### src/rtl/uart_recv.sv
// UART receiver: 8 data bits LSB first, 1 start, 1 stop, mid-bit sampling with a per-bit baud counter.
// Optional: define UART_RX_PARITY_EN to expect an even parity bit after bit 7 and expose parity_err.
module uart_recv #(
  parameter int CLK_FREQ = 50_000_000,
  parameter int UART_BPS = 115200
) (
  input  logic       sys_clk,
  input  logic       sys_rst_n,
  input  logic       uart_rxd,
  output logic       uart_done,
  output logic [7:0] uart_data,
`ifdef UART_RX_PARITY_EN
  output logic       parity_err,
`endif
  output logic       frame_err
);

  localparam int BPS_CNT = CLK_FREQ / UART_BPS;
  localparam int CW = (BPS_CNT > 1) ? $clog2(BPS_CNT) : 1;
  localparam logic [CW-1:0] C_HALF = CW'(BPS_CNT / 2 - 1);
  localparam logic [CW-1:0] C_FULL = CW'(BPS_CNT - 1);
  localparam logic [CW-1:0] C_ONE  = CW'(1);
  localparam logic [CW-1:0] C_ZERO = CW'(0);

  typedef enum logic [2:0] {
    S_IDLE  = 3'd0,
    S_START = 3'd1,
    S_DATA  = 3'd2,
    S_STOP  = 3'd3
`ifdef UART_RX_PARITY_EN
    , S_PARITY = 3'd4
`endif
  } state_t;

`ifdef UART_RX_PARITY_EN
  function automatic logic f_parity_bad(input logic [7:0] data, input logic par);
    return (^data) ^ par;
  endfunction
`endif

  state_t          r_state;
  logic            r_rxd_s1;
  logic            r_rxd_s2;
  logic            r_rxd_d;
  logic [CW-1:0]   r_clk_cnt;
  logic [2:0]      r_bit_cnt;
  logic [7:0]      r_shift;
  logic [7:0]      r_data;
  logic            r_done;
  logic            r_ferr;
`ifdef UART_RX_PARITY_EN
  logic            r_par;
  logic            r_perr;
`endif
  logic            w_start_edge;

  // Falling edge of the synchronised line starts a frame; a line held low never retriggers.
  assign w_start_edge = r_rxd_d & ~r_rxd_s2;

  assign uart_done = r_done;
  assign uart_data = r_data;
  assign frame_err = r_ferr;
`ifdef UART_RX_PARITY_EN
  assign parity_err = r_perr;
`endif

  // Synchroniser, receive FSM and registered strobes.
  always_ff @(posedge sys_clk) begin
    if (!sys_rst_n) begin
      r_rxd_s1  <= 1'b1;
      r_rxd_s2  <= 1'b1;
      r_rxd_d   <= 1'b1;
      r_state   <= S_IDLE;
      r_clk_cnt <= C_ZERO;
      r_bit_cnt <= 3'd0;
      r_shift   <= 8'h00;
      r_data    <= 8'h00;
      r_done    <= 1'b0;
      r_ferr    <= 1'b0;
`ifdef UART_RX_PARITY_EN
      r_par     <= 1'b0;
      r_perr    <= 1'b0;
`endif
    end else begin
      r_rxd_s1 <= uart_rxd;
      r_rxd_s2 <= r_rxd_s1;
      r_rxd_d  <= r_rxd_s2;
      r_done   <= 1'b0;
      r_ferr   <= 1'b0;
`ifdef UART_RX_PARITY_EN
      r_perr   <= 1'b0;
`endif
      case (r_state)
        S_IDLE: begin
          r_clk_cnt <= C_ZERO;
          if (w_start_edge) r_state <= S_START;
          else              r_state <= S_IDLE;
        end
        S_START: begin
          // Start bit re-checked at its middle so short low glitches are rejected.
          if (r_clk_cnt == C_HALF) begin
            r_clk_cnt <= C_ZERO;
            r_bit_cnt <= 3'd0;
            if (r_rxd_s2) r_state <= S_IDLE;
            else          r_state <= S_DATA;
          end else begin
            r_clk_cnt <= r_clk_cnt + C_ONE;
          end
        end
        S_DATA: begin
          if (r_clk_cnt == C_FULL) begin
            r_clk_cnt          <= C_ZERO;
            r_shift[r_bit_cnt] <= r_rxd_s2;
            if (r_bit_cnt == 3'd7) begin
`ifdef UART_RX_PARITY_EN
              r_state <= S_PARITY;
`else
              r_state <= S_STOP;
`endif
            end else begin
              r_bit_cnt <= r_bit_cnt + 3'd1;
            end
          end else begin
            r_clk_cnt <= r_clk_cnt + C_ONE;
          end
        end
`ifdef UART_RX_PARITY_EN
        S_PARITY: begin
          if (r_clk_cnt == C_FULL) begin
            r_clk_cnt <= C_ZERO;
            r_par     <= r_rxd_s2;
            r_state   <= S_STOP;
          end else begin
            r_clk_cnt <= r_clk_cnt + C_ONE;
          end
        end
`endif
        S_STOP: begin
          // Leaving at stop mid-bit leaves half a bit to catch a back-to-back start edge.
          if (r_clk_cnt == C_FULL) begin
            r_clk_cnt <= C_ZERO;
            r_state   <= S_IDLE;
            if (!r_rxd_s2) begin
              r_ferr <= 1'b1;
            end
`ifdef UART_RX_PARITY_EN
            else if (f_parity_bad(r_shift, r_par)) begin
              r_perr <= 1'b1;
            end
`endif
            else begin
              r_done <= 1'b1;
              r_data <= r_shift;
            end
          end else begin
            r_clk_cnt <= r_clk_cnt + C_ONE;
          end
        end
        default: begin
          r_clk_cnt <= C_ZERO;
          r_state   <= S_IDLE;
        end
      endcase
    end
  end

endmodule

### config.mk
export PLATFORM = sky130hd
export DESIGN_NAME = uart_recv
export DESIGN_NICKNAME = d
export VERILOG_FILES = /design/src/rtl/uart_recv.sv
export SDC_FILE = /design/constraint.sdc
export NUM_CORES = 1
export LEC_CHECK = 0
export ABC_AREA = 1
export CORE_MARGIN = 3
export CORE_UTILIZATION = 45
export CTS_CLUSTER_SIZE = 40
export DETAILED_ROUTE_END_ITERATION = 16
export GPL_TIMING_DRIVEN = 0
export PLACE_DENSITY = 0.67
export SYNTH_ARGS = -nofsm -noshare
export SYNTH_HDL_FRONTEND = slang
export SYNTH_SLANG_ARGS = --single-unit
### constraint.sdc
create_clock -name sys_clk -period 1.3 [get_ports sys_clk]
set_input_delay 0.195 -clock sys_clk [delete_from_list [all_inputs] [get_ports sys_clk]]
set_output_delay 0.195 -clock sys_clk [all_outputs]
set_load 0.005 [all_outputs]
==> results.toml, run 1 <==
[timing]
worst_slew_pin_slew_ns = 0.680
min_period_ns = 1.46
setup_ws_ns = -0.163
final_hold_violation_count = 0
crit_share_post_route_pct = 113
final_count_of_pins_violating_max_slew = 0
grt_setup_unrepaired = "yes"
fmaxAchievable_ghz = 0.683
finalClockSkew_ns = 0.0100
timing.final.setup_violations = 29
max_slew_margin_pct = 54.6

[clocking]
clock_sink_count = 35
cts.path.max_buffers = 2
cts_inserted_buffers = 5
clock_tree.htree_level_count = 2
clock_tree.root_cell = "clkbuf_4"
cts_tree = "built"
cts_clock_pin_slew_for_the_worst_setup_and_hold_paths_ns = 0.11
clock_insertion_delay_worst_skew_ns = 0.34

[worst_hold_path]
worst_hold_startpoint = "sys_rst_n"
holdCritPathClass = "input port to flop"

[placed_design]
numPortBuffers = 11
dp.cells = 281
routabilityCongestion = 0.817
hpwl_mm = 2.19

[finish]
layout_area_growth_over_synthesis_pct = 41.5
antenna_cells_inserted = 0
ratio_of_cells_with_drive_above_1_in_the_final_layout_pct = 39.6
post-route-util_pct = 67.3
layout.cells.non_filler = 314
nNetsFinal = 275

[routing]
wl_met3_um = 115
final_antenna_net_count = 0
routed-via-count = 1530
sum_of_routed_wire_segments_on_met1_mm = 1.83
route.detailed.drc = 0
top_layer_used = "met4"
detailedRoute.firstPassIterationCount = 4
met2RoutedLength_mm = 1.84
vias_per_cell = 4.87
drt_iter0_markers = 100
average_wire_per_standard_cell_um = 12.2
finalWirelength_mm = 3.85

[run_status]
violations = "setup timing"
run_status = "finished with violations"

[global_routing]
grt_antenna_before_repair = 0
grt_pass1_vias = 1411
maximum_number_of_pins_on_one_net_before_global_route_repair = 12
grt_pass1_wl_mm = 6.38
global_route.usage.total_pct = 19.4
global_route.overflow_total = 0

[floorplanning]
initial_utilization_pct = 47.5
core_um2 = 3420
design.die.area_um2 = 4370
fp.dieH_um = 66.1
placementRows = 21
floorplan.io_pins = 13
die_width_um = 66.1

[power_and_ir_drop]
p_int_uw = 2100
seqPwrFrac_pct = 38.5
total_switching_power_uw = 1220
power.switching_fraction_pct = 36.7
total_power_uw = 3320
worst_ir_drop_vdd_mv = 1.04
clock_network_power_share_pct = 24.9
cellPowerDensity_nw_per_um2 = 1450
total_leakage_power_uw = 0.00112
combinationalPowerShare_pct = 36.5

[worst_setup_path]
crit_top_cell = "nand2_4"
cpMaxStageDelayCell = "dfxtp_2"
critical_path.n_buffers_inverters = 2
element_type_at_the_critical_path_end = "flop"
max_stage_delay_ns = 0.34
path_max_fanout = 7
timing.critical_path.max_delay_family = "simple AND/OR/NAND/NOR gates"
critical_path_class = "flop to flop"
setup.worst_path.start_class = "flop"
regToRegSetupSlack_ns = -0.16
cp_data_required_time_ns = 1.59
critical_path_arrival_ns = 1.75
worstReg2RegStart = "r_clk_cnt[1]$_SDFF_PN0_"
critical_path.cell_chain = "inv_2 -> ha_4 -> nand2_4 -> nor2_4 -> nand2_4 -> nor3_4 -> buf_4 -> a21oi_1 -> nor2_1"
timing.critical_path.from = "r_clk_cnt[1]$_SDFF_PN0_"

[synthesis]
synth-edff-count = 0
synth_area_um2 = 1620
ys.warnings.count = 0
share_of_the_synthesized_area_in_the_top_cell_type_pct = 43.1
async_set_reset_flop_share_out_of_synthesis_pct = 0
syn_area_per_cell_um2 = 7.25
yosys.area.top_type = "dfxtp_1"
yosys.cell_types.count = 25
synth.yosys.seq_area_share_pct = 43.1
ys.flop_type = "dfxtp_1"
top_cells_by_area_in_the_synthesized_netlist = "dfxtp_1 (43%), nor2_1 (14%), nand2_1 (8.6%)"
syn_nets = 232
flip_flop_and_latch_count_after_synthesis = 35
post_synth_inst_count = 224

[job]
maxCapViolations = 0
==> metal layers <==
layer,vias to the layer above,track usage (%)
met1,712,26.1
met2,24,30.3
met5,-,0
met3,7,5.10
li1,787,-
met4,0,6.35
==> power groups by stage <==
stage                     Clock [µW]  Combinational (µW)  Sequential [µW]
after floorplan                    0                 626             1280
after global placement             0                 751             1300
after detailed placement           0                 761             1300
after CTS                        841                 946             1280
after global routing             897                1350             1300
final                            829                1210             1280
==> state kept, by name (all words and copies together), names as in the netlist <==
register and flops:
r_rxd_d 1, frame_err 1, r_rxd_s1 1, uart_data 8, uart_done 1, r_shift 8
r_rxd_s2 1, r_state 2, r_clk_cnt 9, r_bit_cnt 3
==> cell usage in the layout (no fill, tap or decap), types with 4 or more instances in the layout <==
cell type,Yosys,routed
nand2_2,6,8
dfxtp_2,0,14
inv_1,28,26
dlygate4sd2_1,0,10
clkbuf_4,0,5
nor2_2,0,9
buf_6,0,4
nand3_1,9,8
buf_4,0,22
nand4_1,4,4
nand2_1,37,29
dfxtp_1,35,19
nand2_4,1,7
nor2_1,59,48
o21ai_2,0,7
==> cell usage after synthesis (all sizes together) (2+ instances only) <==
cell / count
a21oi: 6
nor3: 4
dfxtp: 35
a31oi: 3
nand3: 10
or2: 2
nand4: 5
o21ai: 10
ha: 5
xor2: 3
nor3b: 2
nand2: 44
clkbuf: 4
nor2: 61
inv: 29
==> kinds of logic (layout without fill, tap and decap cells) <==
logic type / Yosys count / count (layout) / synth area share [%]
buffers and inverters: 33 / 77 / 7.63
xor gates and xnor gates: 4 / 4 / 2.16
and+or+nand+nor: 128 / 128 / 37.1
adders and majority gates: 5 / 5 / 3.85
AOI/OAI and AO/OA: 19 / 19 / 6.09
DFF: 35 / 35 / 43.1
==> stage by stage <==
step | setup TNS [ns] | area [µm²] | hold slack (ns) | setup WS, ns
floorplan | -0.168 | 1650 | 0.302 | -0.0422
global route | -5.81 | 2300 | 0.260 | -0.277
global placement | -2.79 | 1810 | 0.396 | -0.200
detailed placement | -3.38 | 1810 | 0.413 | -0.248
finish | -2.91 | 2300 | 0.250 | -0.163
CTS | -2.75 | 2080 | 0.207 | -0.154
==> final timing paths <==
check | cells past startpoint | end
setup / recovery | 9 | r_shift[0]$_SDFFE_PN0P_
hold / removal | 2 | r_rxd_d$_SDFF_PN1_
setup reg to reg | 9 | r_shift[0]$_SDFFE_PN0P_
hold reg to reg | 1 | r_rxd_s2$_SDFF_PN1_
==> final cells by class <==
| type | instances | area [µm²] |
|---|---|---|
| Fill cell | 292 | 1120 |
| Multi-Input combinational cell | 156 | 1000 |
| Sequential cell | 35 | 726 |
| Timing Repair Buffer | 37 | 308 |
| Inverter | 29 | 109 |
| Tap cell | 46 | 57.6 |
| Clock buffer | 6 | 51.3 |
| Clock inverter | 2 | 35.0 |
| Buffer | 3 | 11.3 |
==> what timing repair did <==
| item | in CTS | in global routing |
|---|---|---|
| buffers inserted | 16 | 10 |
| pin swaps | 20 | 25 |
| setup endpoints to repair | 36 | 31 |
| gates resized for setup | 44 | 40 |
| cloned | 0 | 0 |
| hold buffers | 0 | 0 |
No activity file was read; power rests on OpenSTA's default activity.
==> run 2: changes to the inputs <==
- CTS_CLUSTER_DIAMETER: default -> 200
==> results of run 2 <==
No change in the layout: final DEF, timing and power equal those of run 1.
